File: src/rtl/serial_subtractor.sv
// Bit-serial unsigned subtractor: a - b - bin, one bit per clock, LSB first.
// A single full-subtractor cell walks both operand shift registers. The result
// shifts in from the MSB side. diff/bout are separate output registers, so
// they keep the previous result while a new operation is shifting.
module serial_subtractor #(
    parameter int unsigned WIDTH = 4
) (
    input  logic             clk,
    input  logic             rst_n,
    input  logic             start,
    input  logic [WIDTH-1:0] a,
    input  logic [WIDTH-1:0] b,
    input  logic             bin,
    output logic             ready,
    output logic             busy,
    output logic             done,
    output logic [WIDTH-1:0] diff,
    output logic             bout
);

    localparam int unsigned     CntW    = $clog2(WIDTH) + 1;
    localparam logic [CntW-1:0] LastBit = CntW'(WIDTH - 1);

    typedef enum logic [1:0] {
        StIdle,
        StShift,
        StDone
    } state_e;

    state_e           state_q, state_d;
    logic [CntW-1:0]  cnt_q, cnt_d;
    logic [WIDTH-1:0] a_q, a_d;
    logic [WIDTH-1:0] b_q, b_d;
    logic [WIDTH-1:0] res_q, res_d;
    logic             br_q, br_d;
    logic [WIDTH-1:0] diff_q, diff_d;
    logic             bout_q, bout_d;
    logic             d_bit;
    logic             br_next;

    // Full-subtractor cell on bit 0 of the operand registers.
    always_comb begin
        d_bit   = a_q[0] ^ b_q[0] ^ br_q;
        br_next = (~a_q[0] & b_q[0]) | (~(a_q[0] ^ b_q[0]) & br_q);
    end

    // Next-state and datapath update for the three-state controller.
    always_comb begin
        state_d = state_q;
        cnt_d   = cnt_q;
        a_d     = a_q;
        b_d     = b_q;
        res_d   = res_q;
        br_d    = br_q;
        diff_d  = diff_q;
        bout_d  = bout_q;
        unique case (state_q)
            StIdle: begin
                if (start) begin
                    a_d     = a;
                    b_d     = b;
                    br_d    = bin;
                    cnt_d   = '0;
                    state_d = StShift;
                end
            end
            StShift: begin
                res_d = {d_bit, res_q[WIDTH-1:1]};
                a_d   = a_q >> 1;
                b_d   = b_q >> 1;
                br_d  = br_next;
                cnt_d = cnt_q + CntW'(1);
                if (cnt_q == LastBit) begin
                    // Publish the finished word straight from the cell output.
                    diff_d  = {d_bit, res_q[WIDTH-1:1]};
                    bout_d  = br_next;
                    state_d = StDone;
                end
            end
            StDone: begin
                state_d = StIdle;
            end
            default: begin
                state_d = StIdle;
            end
        endcase
    end

    // State and datapath registers; reset clears everything, including results.
    always_ff @(posedge clk or negedge rst_n) begin
        if (!rst_n) begin
            state_q <= StIdle;
            cnt_q   <= '0;
            a_q     <= '0;
            b_q     <= '0;
            res_q   <= '0;
            br_q    <= 1'b0;
            diff_q  <= '0;
            bout_q  <= 1'b0;
        end else begin
            state_q <= state_d;
            cnt_q   <= cnt_d;
            a_q     <= a_d;
            b_q     <= b_d;
            res_q   <= res_d;
            br_q    <= br_d;
            diff_q  <= diff_d;
            bout_q  <= bout_d;
        end
    end

    assign ready = (state_q == StIdle);
    assign busy  = (state_q == StShift);
    assign done  = (state_q == StDone);
    assign diff  = diff_q;
    assign bout  = bout_q;

endmodule

File: config.mk
export PLATFORM = sky130hd
export DESIGN_NAME = serial_subtractor
export DESIGN_NICKNAME = d
export VERILOG_FILES = /design/src/rtl/serial_subtractor.sv
export SDC_FILE = /design/constraint.sdc
export NUM_CORES = 1
export LEC_CHECK = 0
export CORE_MARGIN = 2
export CORE_UTILIZATION = 49
export CTS_BUF_LIST = sky130_fd_sc_hd__clkbuf_16
export DETAILED_ROUTE_END_ITERATION = 8
export PLACE_DENSITY_LB_ADDON = 0.1
export SKIP_LAST_GASP = 1
export SYNTH_ARGS = -nofsm -noshare
export SYNTH_HDL_FRONTEND = slang
export SYNTH_SLANG_ARGS = --single-unit
File: constraint.sdc
create_clock -name clk -period 1.65 [get_ports clk]
set_input_delay 0.165 -clock clk [delete_from_list [all_inputs] [get_ports clk]]
set_output_delay 0.165 -clock clk [all_outputs]
set_load 0.01 [all_outputs]
# Word level (Yosys, flattened, before mapping)
# Index checks and enable logic that the tools add are counted.
op_classes:
  n_addsub: 1
  n_mul: 0
  div_mod_pow: 0
  order_cmp: 0
  n_eq_ne: 5
  n_shift: 0
  mux: 11
  n_bitwise: 7
  n_reduce_logical: 5
op_table:
  columns: ["op", "n"]
  rows:
  - ["4-bit case mux with 2 select lines", 2]
  - ["4-bit 2-to-1 mux", 2]
  - ["3-bit case mux with 2 select lines", 1]
  - ["2-bit AND reduction", 3]
  - ["2-bit 2-to-1 mux", 2]
  - ["2-bit case mux with 2 select lines", 1]
  - ["3-bit by 1-bit adder with 3-bit output, second input constant", 1]
  - ["3-bit by 2-bit equality test with 1-bit output, second input constant", 1]
  - ["3-bit 2-to-1 mux", 1]
  - ["1-bit AND", 2]
  - ["2-bit by 1-bit equality test with 1-bit output, second input constant", 1]
  - ["2-bit equality test, second input constant", 1]
  - ["2-bit logical NOT", 1]
  - ["2-bit by 1-bit != test with 1-bit output, second input constant", 1]
  - ["2-bit != test, second input constant", 1]
  - ["1-bit NOT", 2]
  - ["1-bit case mux with 2 select lines", 1]
  - ["2-bit nonzero test", 1]
  - ["1-bit bitwise XOR", 2]
  - ["1-bit 2-to-1 mux", 1]
  - ["1-bit bitwise OR", 1]
totals:
  ff_bits: 23
  latchBits: 0
  ramBits: 0
  romBits: 0
  inputBits: 12
  elab_cells: 37
  memories: 0

# Logic depth before layout (Yosys ltp)
depth:
  depth_word: 5
  mapped_depth: 5
  ltp_nobuf: 5

# Least setup slack after synthesis
# Ideal clock, no wire load.
synth_path:
  path_type: "reg2reg"
  startpoint: "register cnt_q[0]"
  endpoint: "register diff_q[0], in the netlist diff[0]"
  setup_ps: 125
  arrival_time_ps: 1197
  setup_slack_ps: 328
  stages_incl_launch_ff: 5
  synth_period_minus_slack_ps: 1322
  cell_sequence: "dfrtp_1 > ha_1 > ha_1 > nand3b_4 > mux2_4"
synth_via:
  elab_chain_cells: 2
synth_lines:
  columns: ["item", "line_no", "rtl"]
  rows:
  - ["start: declaration", "31", "logic [CntW-1:0] cnt_q, cnt_d;"]
  - ["start signal: assignment", "102", "cnt_q <= cnt_d;"]
  - ["3-bit by 2-bit equality test with 1-bit output", "73", "if (cnt_q == LastBit) begin"]
  - ["2-bit AND reduction (no source line)", null, null]
  - ["end signal: assignment", "107", "diff_q <= diff_d;"]
  - ["end: declaration", "36", "logic [WIDTH-1:0] diff_q, diff_d;"]
# Every way passes these cells.
# A chain may end at the register's enable or synchronous reset.

# Worst setup path in the final report
layout_path:
  startpoint: "register state_q[1]"
  endpoint: "output port done"
layout_via:
  elab_chain_cells: 1
layout_lines:
  columns: ["item", "line_no", "rtl"]
  rows:
  - ["start: declaration", "30", "state_e state_q, state_d;"]
  - ["start signal: assignment", "92", "state_q <= StIdle;"]
  - ["start signal: assignment", "101", "state_q <= state_d;"]
  - ["2-bit equality test", "114", "assign done = (state_q == StDone);"]
  - ["end: declaration", "16", "output logic done,"]
# Every way passes these cells.

==> results.md <==
* Result of the run: complete, no violations
* Maximum number of pins on one net before global-route repair at 23
* Library cell occupying the most area in the post-synthesis netlist: sky130_fd_sc_hd__dfrtp_1
* First-pass GRT wire length at approximately 3400 um
* Clk sinks at 22
* Sort of element at the start of the critical path: flop
* Final core utilization at just under 70%
* Worst ir drop on vdd at between 1 and 1.5 mV
* Area of the die at about 2500 um2
* Total of fill cells in the finished design at 147
* Yosys top cell area share at ~53%
* Vias in the first global route at 732
* Number of antenna violations at the first check in global routing at 0
* Antenna diodes at 0
* Num rows at 16
* Core Region at about 2000 um2
* Clock tree from TritonCTS: yes
* Most frequent cells in the layout: 20 x sky130_fd_sc_hd__dfrtp_1, 17 x sky130_fd_sc_hd__clkdlybuf4s50_1, 10 x sky130_fd_sc_hd__o22ai_1, 10 x sky130_fd_sc_hd__buf_4, 7 x sky130_fd_sc_hd__inv_1
* Fraction of final layout cells with drive strength greater than 1 at 23.0%
* Required time of the critical path at around 1.5 ns
* Layout Area Growth over Synthesis at 33.3%
* Leading post-synthesis cells by cell area: sky130_fd_sc_hd__dfrtp_1 53%, sky130_fd_sc_hd__mux2_4 8.7%, sky130_fd_sc_hd__o22ai_1 6.1%
* RSZ-0062 raised after global routing: no
* Total Power Consumption at around 2700 uW
* Routability-driven placement congestion ratio at about 0.8
* Slew at the pin with the worst max-slew slack at between 0.3 and 0.4 ns
* Number of routed nets with antenna violations at 0
* Max-slew headroom at the worst pin at between 70% and 80%
* Post-synthesis sequential area ratio at between 50% and 60%
* Number of synthesized flops with an enable pin at 0
* Number of instances in the placed design at 130
* Count of buffers from port buffering at 19
* Worst Hold Slack at roughly 0.27 ns
* Remaining Overflow, GRT at 0
* Number of hold-repair buffers added at the cts stage at 0
* Average via count per standard cell at approximately 5.5
* Number of design-rule violations left by the first detailed-router iteration at 13
* Worst clock skew on the final layout at ~0.0037 ns
* Routed WL per cell at about 15 um
* Flops & latches, synth at 22
* All-Layer GR Usage at between 15 and 20%
* Cell count after synthesis at 84
* Dominant synthesized flop cell: sky130_fd_sc_hd__dfrtp_1
* Crit Path Max Fanout at 8
* Library cell contributing the largest single delay on the critical path: sky130_fd_sc_hd__clkdlybuf4s50_1
* Number of nets in the synthesized netlist at 99
* Die width at roughly 50 um
* Total DRC errors in the routed layout at 0
* Synth Area per Inst at roughly 12 um2
* Max Cap Viol at 0
* Most common cell after layout, fill and taps aside: sky130_fd_sc_hd__dfrtp_1
* Highest achievable clock rate at ~640 MHz
* Min-Delay Path Class: input pin to asynchronous set/reset pin
* Endpoint arrival time on the critical path at 1.40 ns
* Final critical path time including I/O delays and setup at between 1.5 and 2 ns
* Share of the cycle needed by the critical path after routing at between 90% and 100%
* Num ports at 20
* Total Neg Setup Slack at 0 ns
* Detailed-router iteration count before antenna repair at 4
* List of cells traversed by the critical path: inv_1, nor2_1, clkdlybuf4s50_1
* Worst skew pair latency at about 0.25 ns
* Fin. Hold Viols at 0
* Combined area of all synthesized cells at 1030 um2
* Total wirelength of the detailed-routed design at between 2000 and 2500 um
* Non-filler instance count after layout at 140
* Worst Setup Path Type: flop to output port
* YS warnings at 0
* Number of vias in the routed layout at 772
* Maximum clock insertion buffer count at 2
* CTS clk-pin slew, worst paths at around 0.050 ns
* Fraction of registers with async set or reset after synthesis at 100%
* Root Buffer Master: sky130_fd_sc_hd__clkbuf_16
* Y dimension of the die at 49.8 um
* Reported leakage power at approximately 0.00064 uW
* Layout net count at approximately 130
* Max Transition Viols Final at 0
* Final setup violation count at 0
* CTS H-tree lvls at 1
* Number of buffers created by CTS at 3
* Initial standard-cell utilization of the core at slightly above 50%
* Number of distinct standard cells referenced by the synthesized netlist at 25
* Dpl hpwl at 1410 um
* Delay of the slowest cell on the worst path at ~0.54 ns
* Sort of element at the end of the critical path: output port
* Areal power density over the cells at approximately 2000 nW/um2
==> state kept, by name (all words and copies together), names as in the netlist <==
name / flops
a_q: 4
b_q: 4
diff: 4
cnt_q: 3
res_q: 3
state_q: 2
bout: 1
br_q: 1
==> worst max-delay path, delay by kind of cell, from the launching register on <==
kind / cells / cell delay, ns
and+or+nand+nor: 1 / 0.11
buffers and inverters: 2 / 0.61
DFF: 1 / 0.43
==> metal layers <==
layer / track usage [%] / up-vias / wire, um
met5: 0 / - / 0
met4: 4.17 / 0 / 0
met3: 2.73 / 0 / 92
met2: 28.7 / 23 / 1040
met1: 24.6 / 385 / 899
li1: - / 364 / -
==> synth_stat cells (2+ instances only) <==
master	number
sky130_fd_sc_hd__nand2_1	4
sky130_fd_sc_hd__o21ai_0	5
sky130_fd_sc_hd__ha_1	2
sky130_fd_sc_hd__buf_6	3
sky130_fd_sc_hd__a21oi_1	6
sky130_fd_sc_hd__nor2_1	4
sky130_fd_sc_hd__o22ai_1	10
sky130_fd_sc_hd__mux2_4	6
sky130_fd_sc_hd__inv_1	7
sky130_fd_sc_hd__dfrtp_1	22
==> per-stage QoR <==
| stage | setup WS (ns) | instance area (um2) |
|---|---|---|
| after floorplan | 0.328 | 1030 |
| after CTS | 0.00985 | 1330 |
| after global routing | 0.0444 | 1370 |
| final | 0.0824 | 1370 |
| after detailed placement | 0.164 | 1240 |
| after global placement | 0.169 | 1240 |
==> path summary, 6_finish.rpt <==
| kind | from | endpoint | slack, ns | depth (start not counted) |
|---|---|---|---|---|
| max | state_q[1] | done | 0.08 | 3 |
| min | rst_n | diff[2] | 0.27 | 2 |
| max reg2reg | cnt_q[0] | diff[1] | 0.25 | 4 |
| min reg2reg | bout | bout | 0.49 | 2 |
| max in group asynchronous | rst_n | state_q[1] | 1.14 | 2 |
| min in group clk | a[3] | a_q[3] | 0.47 | 3 |
==> power by group <==
group | internal (uW) | total, uW | switching [uW]
Clock | 323 | 502 | 179
Combinational | 714 | 1250 | 532
Sequential | 806 | 995 | 188
Total | 1840 | 2740 | 899
==> kinds of logic after synthesis <==
logic type               Yosys count  share of synthesized area (%)
AO/OA/AOI/OAI                     27                           17.3
adder cells (fa/ha/maj)            3                           4.37
buffers and inverters             11                           6.32
flip-flops                        22                           53.5
multiplexers                       7                           9.84
AND/OR/NAND/NOR                   14                           8.75
==> area by class of cell <==
type	instances	area, um2	area share (%)
inverters	7	26.3	1.91
clock buffers	3	75.1	5.47
clock inverters	1	3.75	0.273
repair buffers	29	267	19.4
flip-flops and latches	22	553	40.3
multi-input cells	51	414	30.2
well taps	27	33.8	2.46
==> repair_timing <==
item / CTS / global route
gates cloned: 0 / 0
endpoints found under the hold margin: 0 / 0
resized for setup: 3 / 1
endpoints found under the setup margin: 3 / 2
pin swaps: 0 / 0
buffers inserted: 0 / 6
Note: power is estimated with default switching activity, not from simulation.
